==> src/rtl/spi_slave_regs.sv <==
// -----------------------------------------------------------------------------
// spi_slave_regs
//
// SPI (mode 0, MSB first) slave in front of a 2**ADDR_W x 8-bit register file,
// with a second local read/write port on the system clock. sclk, mosi and ss_n
// arrive asynchronously and are brought into the clk domain through 2-FF
// synchronisers; every protocol edge is detected on the synchronised values,
// so sclk must be no faster than clk/8.
//
// Frame format (ss_n low for the whole frame):
//   byte 0 : command  8'h0A = write, 8'h0B = read, anything else is ignored
//   byte 1 : address  low ADDR_W bits become the register pointer
//   byte 2+: data     write: stored to reg[pointer]; read: reg[pointer] on miso
// Register 0 is read-only and always reads DEV_ID; writes to it are dropped.
//
// Build option:
//   SPI_SLV_AUTOINC_EN  defined   -> pointer increments after every data byte
//                                    (burst access, wraps at 2**ADDR_W-1 -> 0)
//                       undefined -> pointer fixed for the whole frame
//
// Ports:
//   clk          system clock (single clock domain)
//   reset        synchronous active-high reset
//   sclk         SPI clock from master (asynchronous to clk)
//   mosi         SPI master-out data
//   ss_n         SPI slave select, active low
//   miso         SPI slave-out data, 0 outside the read-data phase
//   loc_wr       local write strobe
//   loc_addr     local read/write address
//   loc_wr_data  local write data
//   loc_rd_data  registered read data for reg[loc_addr]
//   spi_wr_stb   one-cycle pulse when an SPI write commits a byte
//   spi_wr_addr  address of the committed SPI write
//   cmd_err      one-cycle pulse on an unrecognised command byte
// -----------------------------------------------------------------------------
module spi_slave_regs #(
  parameter int         ADDR_W = 6,
  parameter logic [7:0] DEV_ID = 8'hAD
) (
  input  logic              clk,
  input  logic              reset,
  input  logic              sclk,
  input  logic              mosi,
  input  logic              ss_n,
  output logic              miso,
  input  logic              loc_wr,
  input  logic [ADDR_W-1:0] loc_addr,
  input  logic [7:0]        loc_wr_data,
  output logic [7:0]        loc_rd_data,
  output logic              spi_wr_stb,
  output logic [ADDR_W-1:0] spi_wr_addr,
  output logic              cmd_err
);

  localparam int         DEPTH     = 1 << ADDR_W;
  localparam logic [7:0] CMD_WRITE = 8'h0A;
  localparam logic [7:0] CMD_READ  = 8'h0B;

  typedef enum logic [2:0] {
    IDLE,
    CMD,
    ADDR,
    WDATA,
    RDATA,
    IGNORE
  } state_t;

  // ---------------------------------------------------------------------------
  // Synchronisers and edge detection
  // Index 0 is the metastability-catching stage, index 1 the synchronised
  // value, index 2 (where present) the previous synchronised value.
  // ---------------------------------------------------------------------------
  logic [2:0] sclk_sync;
  logic [1:0] mosi_sync;
  logic [2:0] ss_sync;
  logic [1:0] ss_fill;   // fills with 1s after reset: ss_sync[1] holds a real sample
  logic       ss_armed;  // ss_n has been seen high since reset

  always_ff @(posedge clk) begin
    if (reset) begin
      sclk_sync <= '0;
      mosi_sync <= '0;
      // ss_n stages come out of reset deselected so a frame already in
      // progress is not mistaken for a fresh select.
      ss_sync   <= '1;
      ss_fill   <= '0;
      ss_armed  <= 1'b0;
    end else begin
      sclk_sync <= {sclk_sync[1:0], sclk};
      mosi_sync <= {mosi_sync[0], mosi};
      ss_sync   <= {ss_sync[1:0], ss_n};
      ss_fill   <= {ss_fill[0], 1'b1};
      // Only a genuine high ss_n sample (not a reset value) arms frame start,
      // so a frame cut by reset stays ignored until ss_n goes high then low.
      if (ss_fill[1] && ss_sync[1]) begin
        ss_armed <= 1'b1;
      end
    end
  end

  logic sclk_rise;
  logic sclk_fall;
  logic ss_high;
  logic ss_fall;
  logic mosi_bit;

  assign sclk_rise = sclk_sync[1] & ~sclk_sync[2];
  assign sclk_fall = ~sclk_sync[1] & sclk_sync[2];
  assign ss_high   = ss_sync[1];
  assign ss_fall   = ss_armed & ss_sync[2] & ~ss_sync[1];
  assign mosi_bit  = mosi_sync[1];

  // ---------------------------------------------------------------------------
  // Datapath state
  // ---------------------------------------------------------------------------
  state_t            state;
  state_t            state_next;
  logic [2:0]        bit_cnt;     // rising edges seen in the current byte
  logic [6:0]        rx_shift;    // first seven bits of the byte being received
  logic [7:0]        tx_shift;    // read data, MSB drives miso
  logic [ADDR_W-1:0] pointer;
  logic              cmd_wr;      // frame direction decided by the command byte
  logic [7:0]        wr_data;     // data accompanying spi_wr_stb
  logic              cmd_bad;

  logic [7:0]        rx_byte;
  logic [ADDR_W-1:0] rx_addr;
  logic [ADDR_W-1:0] ptr_step;
  logic              byte_done;

  // Byte assembled including the bit being sampled this cycle.
  assign rx_byte   = {rx_shift, mosi_bit};
  assign rx_addr   = rx_byte[ADDR_W-1:0];
  // A byte completing as ss_n rises counts as aborted: no write, no pulse.
  assign byte_done = sclk_rise & (bit_cnt == 3'd7) & ~ss_high;

`ifdef SPI_SLV_AUTOINC_EN
  assign ptr_step = pointer + ADDR_W'(1);
`else
  assign ptr_step = pointer;
`endif

  // ---------------------------------------------------------------------------
  // Register file
  // ---------------------------------------------------------------------------
  logic [7:0] regs [DEPTH];

  function automatic logic [7:0] reg_read(input logic [ADDR_W-1:0] a);
    return (a == '0) ? DEV_ID : regs[a];
  endfunction

  // ---------------------------------------------------------------------------
  // FSM
  // ---------------------------------------------------------------------------
  always_ff @(posedge clk) begin
    if (reset) begin
      state <= IDLE;
    end else begin
      // NOTE: sequential state is updated with non-blocking assignments so every
      // flop samples the pre-edge values regardless of block ordering.
      state <= state_next;
    end
  end

  always_comb begin
    // NOTE: defaults first so every path assigns each output and no latch is
    // inferred.
    state_next = state;
    cmd_bad    = 1'b0;
    case (state)
      IDLE: begin
        if (ss_fall) begin
          state_next = CMD;
        end
      end
      CMD: begin
        if (byte_done) begin
          if (rx_byte == CMD_WRITE || rx_byte == CMD_READ) begin
            state_next = ADDR;
          end else begin
            state_next = IGNORE;
            cmd_bad    = 1'b1;
          end
        end
      end
      ADDR: begin
        if (byte_done) begin
          state_next = cmd_wr ? WDATA : RDATA;
        end
      end
      WDATA, RDATA, IGNORE: begin
        state_next = state;
      end
      default: begin
        state_next = IDLE;
      end
    endcase
    // Deselect ends the frame from any state.
    if (state != IDLE && ss_high) begin
      state_next = IDLE;
    end
  end

  // ---------------------------------------------------------------------------
  // Shift registers, pointer and SPI write request
  // ---------------------------------------------------------------------------
  always_ff @(posedge clk) begin
    if (reset) begin
      bit_cnt     <= '0;
      rx_shift    <= '0;
      tx_shift    <= '0;
      pointer     <= '0;
      cmd_wr      <= 1'b0;
      wr_data     <= '0;
      spi_wr_stb  <= 1'b0;
      spi_wr_addr <= '0;
      cmd_err     <= 1'b0;
    end else begin
      spi_wr_stb <= 1'b0;
      cmd_err    <= cmd_bad;

      if (state == IDLE) begin
        bit_cnt <= '0;
      end else if (sclk_rise) begin
        bit_cnt  <= bit_cnt + 3'd1;
        rx_shift <= rx_byte[6:0];
      end

      if (byte_done) begin
        case (state)
          CMD: begin
            cmd_wr <= (rx_byte == CMD_WRITE);
          end
          ADDR: begin
            pointer  <= rx_addr;
            // Preload read data so its MSB is on miso before the first data
            // rising edge; harmless for write frames since miso is gated.
            tx_shift <= reg_read(rx_addr);
          end
          WDATA: begin
            if (pointer != '0) begin
              spi_wr_stb  <= 1'b1;
              spi_wr_addr <= pointer;
              wr_data     <= rx_byte;
            end
            pointer <= ptr_step;
          end
          RDATA: begin
            pointer  <= ptr_step;
            tx_shift <= reg_read(ptr_step);
          end
          default: begin
          end
        endcase
      end else if (state == RDATA && sclk_fall && bit_cnt != 3'd0) begin
        // The falling edge right after a (re)load belongs to the previous
        // byte and must not shift; bit_cnt is 0 exactly then.
        tx_shift <= {tx_shift[6:0], 1'b0};
      end
    end
  end

  assign miso = (state == RDATA) & tx_shift[7];

  // ---------------------------------------------------------------------------
  // Register storage and local port. Register 0 is never stored; reads of
  // address 0 return DEV_ID instead.
  // ---------------------------------------------------------------------------
  always_ff @(posedge clk) begin
    if (reset) begin
      // NOTE: the register file is reset explicitly because its cleared state
      // is architecturally visible; this keeps it in flops, not RAM.
      for (int i = 0; i < DEPTH; i++) begin
        regs[i] <= '0;
      end
      loc_rd_data <= '0;
    end else begin
      if (spi_wr_stb) begin
        regs[spi_wr_addr] <= wr_data;
      end
      // SPI wins a same-address collision; distinct addresses both land.
      if (loc_wr && loc_addr != '0 && !(spi_wr_stb && spi_wr_addr == loc_addr)) begin
        regs[loc_addr] <= loc_wr_data;
      end
      loc_rd_data <= reg_read(loc_addr);
    end
  end

endmodule

==> config.mk <==
export PLATFORM = sky130hd
export DESIGN_NAME = spi_slave_regs
export DESIGN_NICKNAME = d
export VERILOG_FILES = /design/src/rtl/spi_slave_regs.sv
export SDC_FILE = /design/constraint.sdc
export NUM_CORES = 1
export LEC_CHECK = 0
export CORE_UTILIZATION = 50
export DETAILED_ROUTE_END_ITERATION = 8
export MAX_ROUTING_LAYER = met4
export PLACE_DENSITY = 0.67
export SYNTH_ARGS = -nofsm -noshare
export SYNTH_HDL_FRONTEND = slang
export SYNTH_SLANG_ARGS = --single-unit
==> constraint.sdc <==
create_clock -name clk -period 3.6 [get_ports clk]
set_input_delay 0.9 -clock clk [delete_from_list [all_inputs] [get_ports clk]]
set_output_delay 0.9 -clock clk [all_outputs]
set_load 0.005 [all_outputs]
Yosys cells after proc, flatten, opt, wreduce, memory -nomap -nowiden
Memories as Yosys holds them, arrays and structs flattened. A register that Yosys moved wholly into a read port is not among the register bits.
Index checks and enable logic that the tools add are counted.
{"block": "classes", "add_sub_neg": 1, "eq_ne": 13, "mux": 31, "bitwise": 15, "n_reduce_logical": 32}
{"op": "8-bit two-way mux", "count": 7}
{"op": "6-bit two-way mux", "count": 4}
{"op": "6-bit logical NOT", "count": 3}
{"op": "8-bit by 4-bit == test with 1-bit output (second input constant)", "count": 2}
{"op": "8-bit case mux with 2 select lines", "count": 1}
{"op": "8-bit OR reduction", "count": 2}
{"op": "3-bit two-way mux", "count": 5}
{"op": "1-bit two-way mux", "count": 13}
{"op": "3-bit case mux with 4 select lines", "count": 1}
{"op": "6-bit nonzero test", "count": 2}
{"op": "3-bit == test (second input constant)", "count": 3}
{"op": "3-bit OR reduction", "count": 3}
{"op": "1-bit NOT", "count": 8}
{"op": "2-bit AND reduction", "count": 4}
{"op": "1-bit bitwise AND", "count": 7}
{"op": "1-bit logical AND", "count": 7}
{"op": "3-bit by 2-bit == test with 1-bit output (second input constant)", "count": 2}
{"op": "6-bit == test", "count": 1}
{"op": "2-bit inequality test (second input constant)", "count": 3}
{"op": "3-bit nonzero test", "count": 2}
{"op": "2-bit OR reduction", "count": 3}
{"op": "4-bit AND reduction", "count": 1}
{"op": "3-bit by 1-bit adder with 3-bit output (second input constant)", "count": 1}
{"op": "3-bit by 1-bit == test with 1-bit output (second input constant)", "count": 1}
{"op": "6 further kinds", "count": 6}
{"block": "totals", "ff_bits": 63, "ramBits": 512, "input_bits": 20, "mem_count": 1}
{"name": "regs", "words": 64, "width": 8, "read_ports": 3, "rd_ports_with_merged_regs": 1, "write_ports": 64, "line": "146", "source": "logic [7:0] regs [DEPTH];"}

Depth between registers and ports, before layout
{"block": "depth", "depth_word": 9, "ltp_mapped": 12}

Least setup slack after synthesis
No wires, ideal clock.
{"block": "synth_timing", "path_type": "input-to-reg", "startpoint": "input loc_addr[3]", "endpoint": "memory regs[15][0], enable pin", "setup_time_ns": 0.294, "arrival_time_ns": 2.737, "required_time_ns": 3.306, "path_slack_ns": 0.568, "cell_stages": 9, "n_path_buf": 2, "cell_sequence": "buf_2 or3_4 nor4_2 or2_2 nor3b_1 buf_6 nand2_4 nor2_2 or3_1"}
{"item": "start: declaration", "line": "47", "source": "input logic [ADDR_W-1:0] loc_addr,"}
{"item": "end: declaration", "line": "146"}

==> out/qor.txt <==
Layout cell share with drive strength beyond 1 = 27.5%
PD cells = 397 nW/um^2
DRC errors left = 0
Global route overflow = 0
H-tree depth = 3
# Max-Cap Violations = 0
CP dominant cell by count = buf_12
Core ar. = 70600 sq um
Detailed placement HPWL = 119000 microns
Arr. time, crit path = 3.94 ns
Fin nets = 2975
Sw Share = 26.4%
Clk network pwr share = 41.3%
Post-Syn Area = 36000 sq um
Initial antenna violation count = 7
Vias in the first global route = 29600
Reg power frac = 49.2%
RSZ-0062 raised after global routing = false
Placed cells = 3823
Port buffer count = 36
Starting DRT DRC Count = 6423
Netlist cell types = 70
Std-Cell Rows = 97
Failing checks = setup timing
Ys Warns = 0
Avg Inst Size Synth = 12.8 sq um
Total GRT Usage = 47.3%
Hold-fix buffers, CTS = 0
Logic pwr share = 9.5%
DP Area = 39600 sq um
Worst-path cell chain = clkdlybuf4s50_1 -> or3_4 -> nor4_2 -> or2_2 -> nor3b_2 -> buf_12 -> nand2_4 -> buf_12 -> nor2_2 -> or3_1
Worst-path clk slew = 0.06 ns
Top FF cell, synth = edfxtp_1
CTS resizes = 0
Skew-Pair Late Insertion Delay = 0.64 ns
Top-area cell type share of the netlist area = 42.8%
Status = complete, but fails checks
CP endpoint kind = flop
Peak Freq = 0.277 GHz
Largest delay contributor family on the critical path = simple AND/OR/NAND/NOR gates
Final setup viols = 24
First-pass GRT wire length = 236000 microns
Starting density of the core = 50.9%
CTS buffer count = 67
Sink Count = 581
Via density = 8.21
WL per Instance = 43.0 microns
Setup crit start kind = input port
Flops & latches, synth = 581
Vias = 32500
Worst slew margin = 23.4%
Pre-Repair DR Iteration Count = 6
Leading cell type in the layout, fill and taps excluded = a22o_1
Critical path peak fanout = 8
Net Count, Synth = 2826
Final Max Slew Viols = 0
CTS tree = built
Layout overhead on the synthesized area = 16.1%
Seq/Total Area, Yosys = 46.6%
Switching power total = 4.37 mW
Post-route cell area = 41700 sq um
Crit path kind = in -> reg
Final setup margin = -0.00946 ns
ANT nets after route = 0
Worst-case clock buffer depth = 3
Post-CTS setup buffers = 0
Die area = 73000 sq um
Crit share post-route = 100%
Leading area contributor after synthesis = edfxtp_1
CP max stage cell = nor4_2
CTS root buf = clkbuf_16
Post-Layout Cell Count = 3955
Final wirelength = 170000 microns
Worst endpoint required time = 3.93 ns
Post-synth EDFFs = 512
Final Critical Period = 3.61 ns
Worst hold slack = 0.419 ns
Post-synth ARST share = 0%
Largest cells by area after synthesis = edfxtp_1, mux4_2, a22o_1
Buf+Inv Stages, Crit Path = 3
Static Leakage = 13.8 nW
Maximum vdd drop = 504 uV
Internal power = 12.2 mW
Worst Clk Skew = 0.0226 ns
Hold Path Class = reg -> reg
Worst-Margin Slew = 1.15 ns
Worst path max stage delay = 0.56 ns
Cells after Synth = 2803
Die H = 270 microns
RD Place Congestion = 1.14
Endpoints failing hold = 0
Largest net degree at the start of global routing = 70
Num ports = 37
Commonest non-fill, non-tap cells in the layout = a22o_1, edfxtp_1, buf_4, mux4_2, a22oi_1
Chip Width = 270 microns
Total Power = 16.6 mW
## synth_stat cells, types with 7 or more instances
master / n
a211oi_1: 15
a21oi_1: 40
a221oi_1: 52
a22o_1: 547
a22oi_1: 195
a31oi_1: 39
a41oi_1: 19
and2_1: 16
buf_1: 24
buf_2: 70
buf_4: 24
buf_6: 15
clkbuf_1: 181
dfxtp_1: 69
edfxtp_1: 512
inv_1: 8
mux2_2: 16
mux2i_1: 110
mux4_2: 238
nand2_1: 54
nand2_4: 8
nand2b_1: 13
nand3_1: 23
nand3b_1: 7
nand4_1: 25
nor2_1: 144
nor2_2: 63
nor2b_1: 28
nor3_1: 18
nor3b_1: 10
nor4_1: 12
o211ai_1: 11
o21ai_0: 29
o22ai_1: 11
or2_2: 7
or3_1: 68
## per-layer routing
layer	vias up	global-route usage [%]	part of all wire (%)	routed length (microns)
met4	0	25.2	6.8	11500
met2	3580	63.5	41	69400
li1	12200	-	-	-
met3	726	15.8	17	28200
met1	16000	63.0	36	61100
met5	-	-	0	0
## final cells by class
type | instances | area [sq um]
diodes | 11 | 27.5
well taps | 940 | 1180
clock buffers | 90 | 1830
clock inverters | 31 | 305
inverters | 12 | 45.0
multi-input cells | 1895 | 17700
fillers | 5677 | 28900
flip-flops and latches | 581 | 16800
repair buffers | 395 | 3850
## power by group through the flow
stage               combinational (mW)  clock (mW)  sequential [mW]
floorplan                        0.854           0             7.94
global placement                  1.48           0             8.23
detailed placement                1.49           0             8.22
CTS                               1.50        6.81             8.09
global route                      1.59        7.03             8.13
finish                            1.57        6.84             8.15
## stage by stage
stage	worst slack, ns	setup TNS [ns]	utilization (%)
finish	-0.00946	-0.134	59.1
CTS	0.182	0	59.1
detailed placement	-0.445	-278.16	56.0
global placement	-0.378	-222.00	56.0
floorplan	0.568	0	-
global route	0.0374	0	59.1
## registers in the layout, summed over array words and instances (netlist names), 2 cells and up, named ones only
register and cells:
mosi_sync 2, pointer 6, bit_cnt 3, sclk_sync 3
ss_fill 2, regs 512, tx_shift 8, wr_data 8
state 3, spi_wr_addr 6, ss_sync 3, loc_rd_data 8
rx_shift 7
## kinds of logic (layout without fill, tap and decap cells)
| logic type | Yosys count | in the layout | share of synthesized area (%) |
|---|---|---|---|
| AO/OA/AOI/OAI | 1000 | 1000 | 22.5 |
| XOR/XNOR | 7 | 7 | 0.170 |
| adder cells (fa/ha/maj) | 3 | 3 | 0.104 |
| buffers and inverters | 327 | 528 | 4.25 |
| flip-flops | 581 | 581 | 46.6 |
| multiplexers | 364 | 364 | 18.5 |
| other | 0 | 11 | 0 |
| AND/OR/NAND/NOR | 521 | 521 | 7.90 |
## worst paths after layout
path	cells past startpoint	slack, ns	start	endpoint
worst max-delay path	10	-0.009	loc_addr[5]	regs[18][1]$_DFFE_PP_
worst min-delay path	1	0.42	ss_sync[0]$_SDFF_PP1_	ss_sync[1]$_SDFF_PP1_
worst max register to register	7	0.41	flop	tx_shift[7]$_SDFFE_PP0P_
worst min register to register	1	0.42	ss_sync[0]$_SDFF_PP1_	ss_sync[1]$_SDFF_PP1_
No activity file was read; power rests on OpenSTA's default activity.
